--- config.mk ---
export PLATFORM = sky130hd
export DESIGN_NAME = game_ctrl
export DESIGN_NICKNAME = d
export VERILOG_FILES = /design/src/rtl/game_ctrl.sv
export SDC_FILE = /design/constraint.sdc
export NUM_CORES = 1
export LEC_CHECK = 0
export CELL_PAD_IN_SITES_DETAIL_PLACEMENT = 1
export CELL_PAD_IN_SITES_GLOBAL_PLACEMENT = 1
export CORE_ASPECT_RATIO = 0.75
export CORE_UTILIZATION = 43
export DETAILED_ROUTE_END_ITERATION = 10
export GPL_TIMING_DRIVEN = 0
export PLACE_DENSITY_LB_ADDON = 0.1
export RECOVER_POWER = 50
export SETUP_SLACK_MARGIN = 0.4
export SYNTH_ARGS = -nofsm -noshare
export SYNTH_HDL_FRONTEND = slang
export SYNTH_SLANG_ARGS = --single-unit
--- constraint.sdc ---
create_clock -name frame_clk -period 2.66 [get_ports frame_clk]
set_input_delay 0.532 -clock frame_clk [delete_from_list [all_inputs] [get_ports frame_clk]]
set_output_delay 0.532 -clock frame_clk [all_outputs]
set_load 0.01 [all_outputs]
--- src/rtl/game_ctrl.sv ---
// game_ctrl: round flow, collision detection and BCD scoring for the flappy game
module game_ctrl #(
  parameter logic [7:0] FLAP_KEY       = 8'h44,
  parameter int         Y_MIN          = 0,
  parameter int         GROUND_Y       = 479,
  parameter int         PIPE_HALF_W    = 16,
  parameter int         GAP_HALF       = 48,
  parameter int         DEATH_FRAMES   = 60,
  parameter int         LOCKOUT_FRAMES = 30
) (
  input  logic       Reset,
  input  logic       frame_clk,
  input  logic [7:0] keycode,
  input  logic [9:0] BirdX,
  input  logic [9:0] BirdY,
  input  logic [9:0] BirdS,
  input  logic [9:0] PipeX,
  input  logic [9:0] GapY,
  output logic       bird_reset,
  output logic       pipes_run,
  output logic [1:0] state,
  output logic [7:0] score,
  output logic [7:0] hi_score
);
  typedef enum logic [1:0] {READY, PLAYING, DYING, GAME_OVER} st_t;
  localparam logic [10:0] YM = 11'(Y_MIN);
  localparam logic [10:0] GND = 11'(GROUND_Y);
  localparam logic [10:0] PH = 11'(PIPE_HALF_W);
  localparam logic [10:0] GH = 11'(GAP_HALF);
  localparam logic [7:0] DIE_LAST = 8'(DEATH_FRAMES - 1);
  localparam logic [7:0] LOCK = 8'(LOCKOUT_FRAMES);
  st_t st;
  logic [7:0] key_prev, counter, score_inc;
  logic [9:0] pipe_prev;
  logic scored, flap, hit, pass, hx, vy;
  logic [10:0] bx, by, bs, px, gy;
  assign state = st;
  // widen to 11 bits so every sum fits without wrap; no subtraction anywhere
  always_comb begin
    bx = {1'b0, BirdX};
    by = {1'b0, BirdY};
    bs = {1'b0, BirdS};
    px = {1'b0, PipeX};
    gy = {1'b0, GapY};
    flap = (keycode == FLAP_KEY) && (key_prev != FLAP_KEY);
    hx = (bx + bs + PH > px) && (px + bs + PH > bx);
    vy = (by + GH < gy + bs) || (by + bs > gy + GH);
    hit = (by <= YM + bs) || (by + bs >= GND) || (hx && vy);
    pass = px + PH + bs < bx;
    score_inc = (score == 8'h99) ? score :
                (score[3:0] == 4'h9) ? {score[7:4] + 4'h1, 4'h0} : score + 8'h1;
  end
  // round state machine with registered control outputs and score bookkeeping
  always_ff @(posedge frame_clk or posedge Reset) begin
    if (Reset) begin
      st <= READY;
      bird_reset <= 1'b1;
      pipes_run <= 1'b0;
      score <= 8'h00;
      hi_score <= 8'h00;
      key_prev <= 8'h00;
      scored <= 1'b0;
      pipe_prev <= 10'd0;
      counter <= 8'd0;
    end else begin
      key_prev <= keycode;
      pipe_prev <= PipeX;
      case (st)
        READY: if (flap) begin
          st <= PLAYING;
          bird_reset <= 1'b0;
          pipes_run <= 1'b1;
          score <= 8'h00;
          scored <= 1'b0;
        end
        PLAYING: if (hit) begin
          st <= DYING;
          pipes_run <= 1'b0;
          counter <= 8'd0;
          hi_score <= (score > hi_score) ? score : hi_score;
        end else if (!scored && pass) begin
          score <= score_inc;
          scored <= 1'b1;
        end else if (PipeX > pipe_prev) begin
          scored <= 1'b0;
        end
        DYING: if (counter == DIE_LAST) begin
          st <= GAME_OVER;
          bird_reset <= 1'b1;
          counter <= 8'd0;
        end else begin
          counter <= counter + 8'd1;
        end
        GAME_OVER: begin
          counter <= (counter == LOCK) ? counter : counter + 8'd1;
          if (flap && counter == LOCK) st <= READY;
        end
        default: st <= READY;
      endcase
    end
  end
endmodule

==> flow_metrics.tcl <==
set metrics [dict create \
    finalCritPeriodShare_pct 158.8 \
    grt_pass1_wl_um 31300 \
    ys_top_cells_by_count "ha_1 (137), inv_1 (99), dfrtp_1 (46)" \
    fin_tns_setup_ns -38.99 \
    post_drt_wl_per_cell_um 20.31 \
    synth-seq-cells 47 \
    synthAdderAreaFrac_pct 30.62 \
    dp_hpwl_um 14360 \
    swShare_pct 43.64 \
    violations "setup timing" \
    cts_sinks 47 \
    io_pins 80 \
    cp-start-kind "input pin" \
    hp-class "input pin to flop" \
    die_w_um 137.2 \
    overflow 0 \
    p_sw_mw 2.059 \
    yosys.area.top_type "ha_1" \
    grt_max_degree 31 \
    synthXorXnorAreaFrac_pct 5.796 \
    n_fill_cell 1476 \
    peakVddDrop_v 0.0004195 \
    drt_pre_antenna_iters 4 \
    synth_compound_area_share_pct 19.26 \
    report.final.setup_viol 28 \
    detail-route-antenna-nets 0 \
    synthMuxAreaShare_pct 2.378 \
    first_global_vias 6188 \
    cp.buffers_inverters 2 \
    areaGrowthSynthToFinish_pct 39.15 \
    status "finished, violations left" \
    die_y_um 103.4 \
    netlist_area_um2 5893 \
    htree_levels 2 \
    combPwrFrac_pct 63.2 \
    slew_viol_final 0 \
    cp_max_fo 6 \
    diodes 0 \
    fin_hold_ws_ns 0.3900 \
    start_util_pct 44.65 \
    synthTopCellsByArea "ha_1 (29%), dfrtp_1 (20%), inv_1 (6.3%)" \
    yosysMostFrequentCell "ha_1" \
    cts_buffer_depth 2 \
    cp.required_ns 2.86 \
    finalClockSkew_ns 0.004569 \
    worstSetupPathType "input pin to flop" \
    critPathArrivalTime_ns 4.43 \
    dieArea_um2 14180 \
    total_power_mw 4.717 \
    power.leakage_nw 3.852 \
    cp_cell_sequence "clkdlybuf4s15_1, ha_1, ha_4, fa_2, a21o_1, a21oi_2, o21bai_1, a21oi_2, o21bai_1, a21oi_1, xnor2_1, ha_1, nand3_2, nor2_1, nand4_1, a21oi_4, or3_1, o21ba_4, buf_6, nand2b_4, o41ai_2" \
    drv_cap 0 \
    fin_ws_ns -1.565 \
    worst_pin_slew_ns 0.8737 \
    drc 0 \
    hold_viol_final 0 \
    relSlewSlack_pct 41.14 \
    layout.nets 1019 \
    routabilityCongestion 0.8339 \
    yosys_most_used_dff "dfrtp_1" \
    wl_um 20110 \
    clk_latency_ns 0.30 \
    yosys_warnings 0 \
    ys_seq_area_share_pct 19.98 \
    syn_nets 887 \
    synth_top_area_share_pct 29.09 \
    async_flop_share_pct 100.0 \
    rows 36 \
    finalCriticalPeriod_ns 4.225 \
    antenna_found_initial 0 \
    yosysUniqueCellTypes 68 \
    holdBufCountCts 0 \
    avgSynthCellArea_um2 8.591 \
    intPower_mw 2.658 \
    cts_made_buffers 5 \
    synth_top_family_by_area "adder cells" \
    pwr-share-clk_pct 15.8 \
    via_per_inst 5.706 \
    critPathSlowestCell "or3_1" \
    p_seq_share_pct 21.0 \
    drive_gt1_share_pct 21.49 \
    syn_inst 686 \
    drtIter0Drc 228 \
    end_kind "flop" \
    groute.usage.overall_pct 28.45 \
    tritoncts "yes" \
    via_count 5649 \
    rsz0062_at_grt "yes" \
    cts-root-buf "clkbuf_16" \
    crit_family "compound AO/OA/AOI/OAI gates" \
    synth_edf_count 0 \
    core_um2 13200 \
    synth-simple-area-share_pct 15.29 \
    p_per_area_nw_per_um2 575.2 \
    clk_pin_slew_worst_paths_ns 0.07 \
    io_buffers 79 \
    fmaxAchievable_ghz 0.2367 \
    cp_slowest_stage_delay_ns 0.38 \
]
[state kept, by name (all words and copies together), names as in the netlist, 2 cells and up]
register,flops
pipe_prev,10
key_prev,8
score,8
state,2
hi_score,8
counter,8
[final timing paths]
kind	startpoint	endpoint	slack, ns	depth (start not counted)
setup reg to reg	counter[1]	counter[7]	-0.15	8
setup / recovery	BirdX[1]	counter[6]	-1.57	21
hold reg to reg	bird_reset	bird_reset	0.54	2
min in group asynchronous	Reset	score[7]	0.80	2
max in group asynchronous	Reset	pipe_prev[4]	0.64	3
hold / removal	PipeX[1]	pipe_prev[1]	0.39	1
[power by group through the flow]
stage / combinational [mW] / sequential, mW / clock (mW)
global route: 3.24 / 1.01 / 0.786
CTS: 2.73 / 0.980 / 0.751
finish: 2.98 / 0.988 / 0.747
global placement: 2.19 / 0.975 / 0
detailed placement: 2.32 / 0.988 / 0
floorplan: 1.51 / 1.00 / 0
[repair_timing]
item	in CTS	in global routing
pin swaps	58	38
gates resized for setup	154	45
endpoints found under the setup margin	28	28
buffers inserted	31	14
[logic make-up after synthesis]
family / after synthesis
and+or+nand+nor: 175
AOI/OAI and AO/OA: 166
adders and majority gates: 142
buffers and inverters: 104
DFF: 47
xor gates and xnor gates: 39
muxes: 13
[metrics by stage]
stage	worst slack [ns]	instance area [µm²]	util (%)	cells
5_1_grt	-1.755	8200	62.14	990
2_1_floorplan	-1.544	6048	-	686
3_3_place_gp	-2.896	7053	53.44	936
3_5_place_dp	-3.113	7073	53.59	937
6_report	-1.565	8200	62.14	990
4_1_cts	-1.606	7880	59.71	976
[metal layers]
layer  share of wire (%)  up-vias  track usage (%)
li1                    -     2719                -
met1                  47     2791            36.90
met2                  48      101            49.53
met3                 3.1       38            4.094
met4                 2.0        0            7.946
met5                   0        -                0
[layout make-up]
class	count	area, µm²	area share (%)
multi-input cells	535	5062	61.73
flip-flops and latches	47	1177	14.36
repair buffers	125	1175	14.33
inverters	99	371.6	4.532
well taps	171	214.0	2.609
clock buffers	5	125.1	1.526
clock inverters	3	43.79	0.5340
plain buffers	5	31.28	0.3814
[cell usage in the layout (no fill, tap or decap), types with 6 or more instances in the layout]
| master | n |
|---|---|
| dlygate4sd2_1 | 15 |
| nor3_1 | 8 |
| o211ai_1 | 6 |
| dlygate4sd3_1 | 12 |
| o21a_1 | 10 |
| o21ai_0 | 19 |
| xnor2_1 | 22 |
| inv_1 | 96 |
| o21ai_2 | 7 |
| ha_1 | 114 |
| o21bai_1 | 9 |
| clkdlybuf4s50_1 | 35 |
| buf_4 | 37 |
| dfrtp_1 | 46 |
| a21o_1 | 15 |
| nor4_1 | 6 |
| nor2b_1 | 15 |
| nand2_1 | 31 |
| nand3_1 | 20 |
| buf_6 | 11 |
| ha_4 | 18 |
| a21oi_1 | 27 |
| mux2i_1 | 8 |
| o21ai_1 | 6 |
| a21oi_2 | 11 |
| nor2_1 | 33 |
| nand4_1 | 15 |
| xor2_1 | 15 |
No activity file was read; power rests on OpenSTA's default activity.
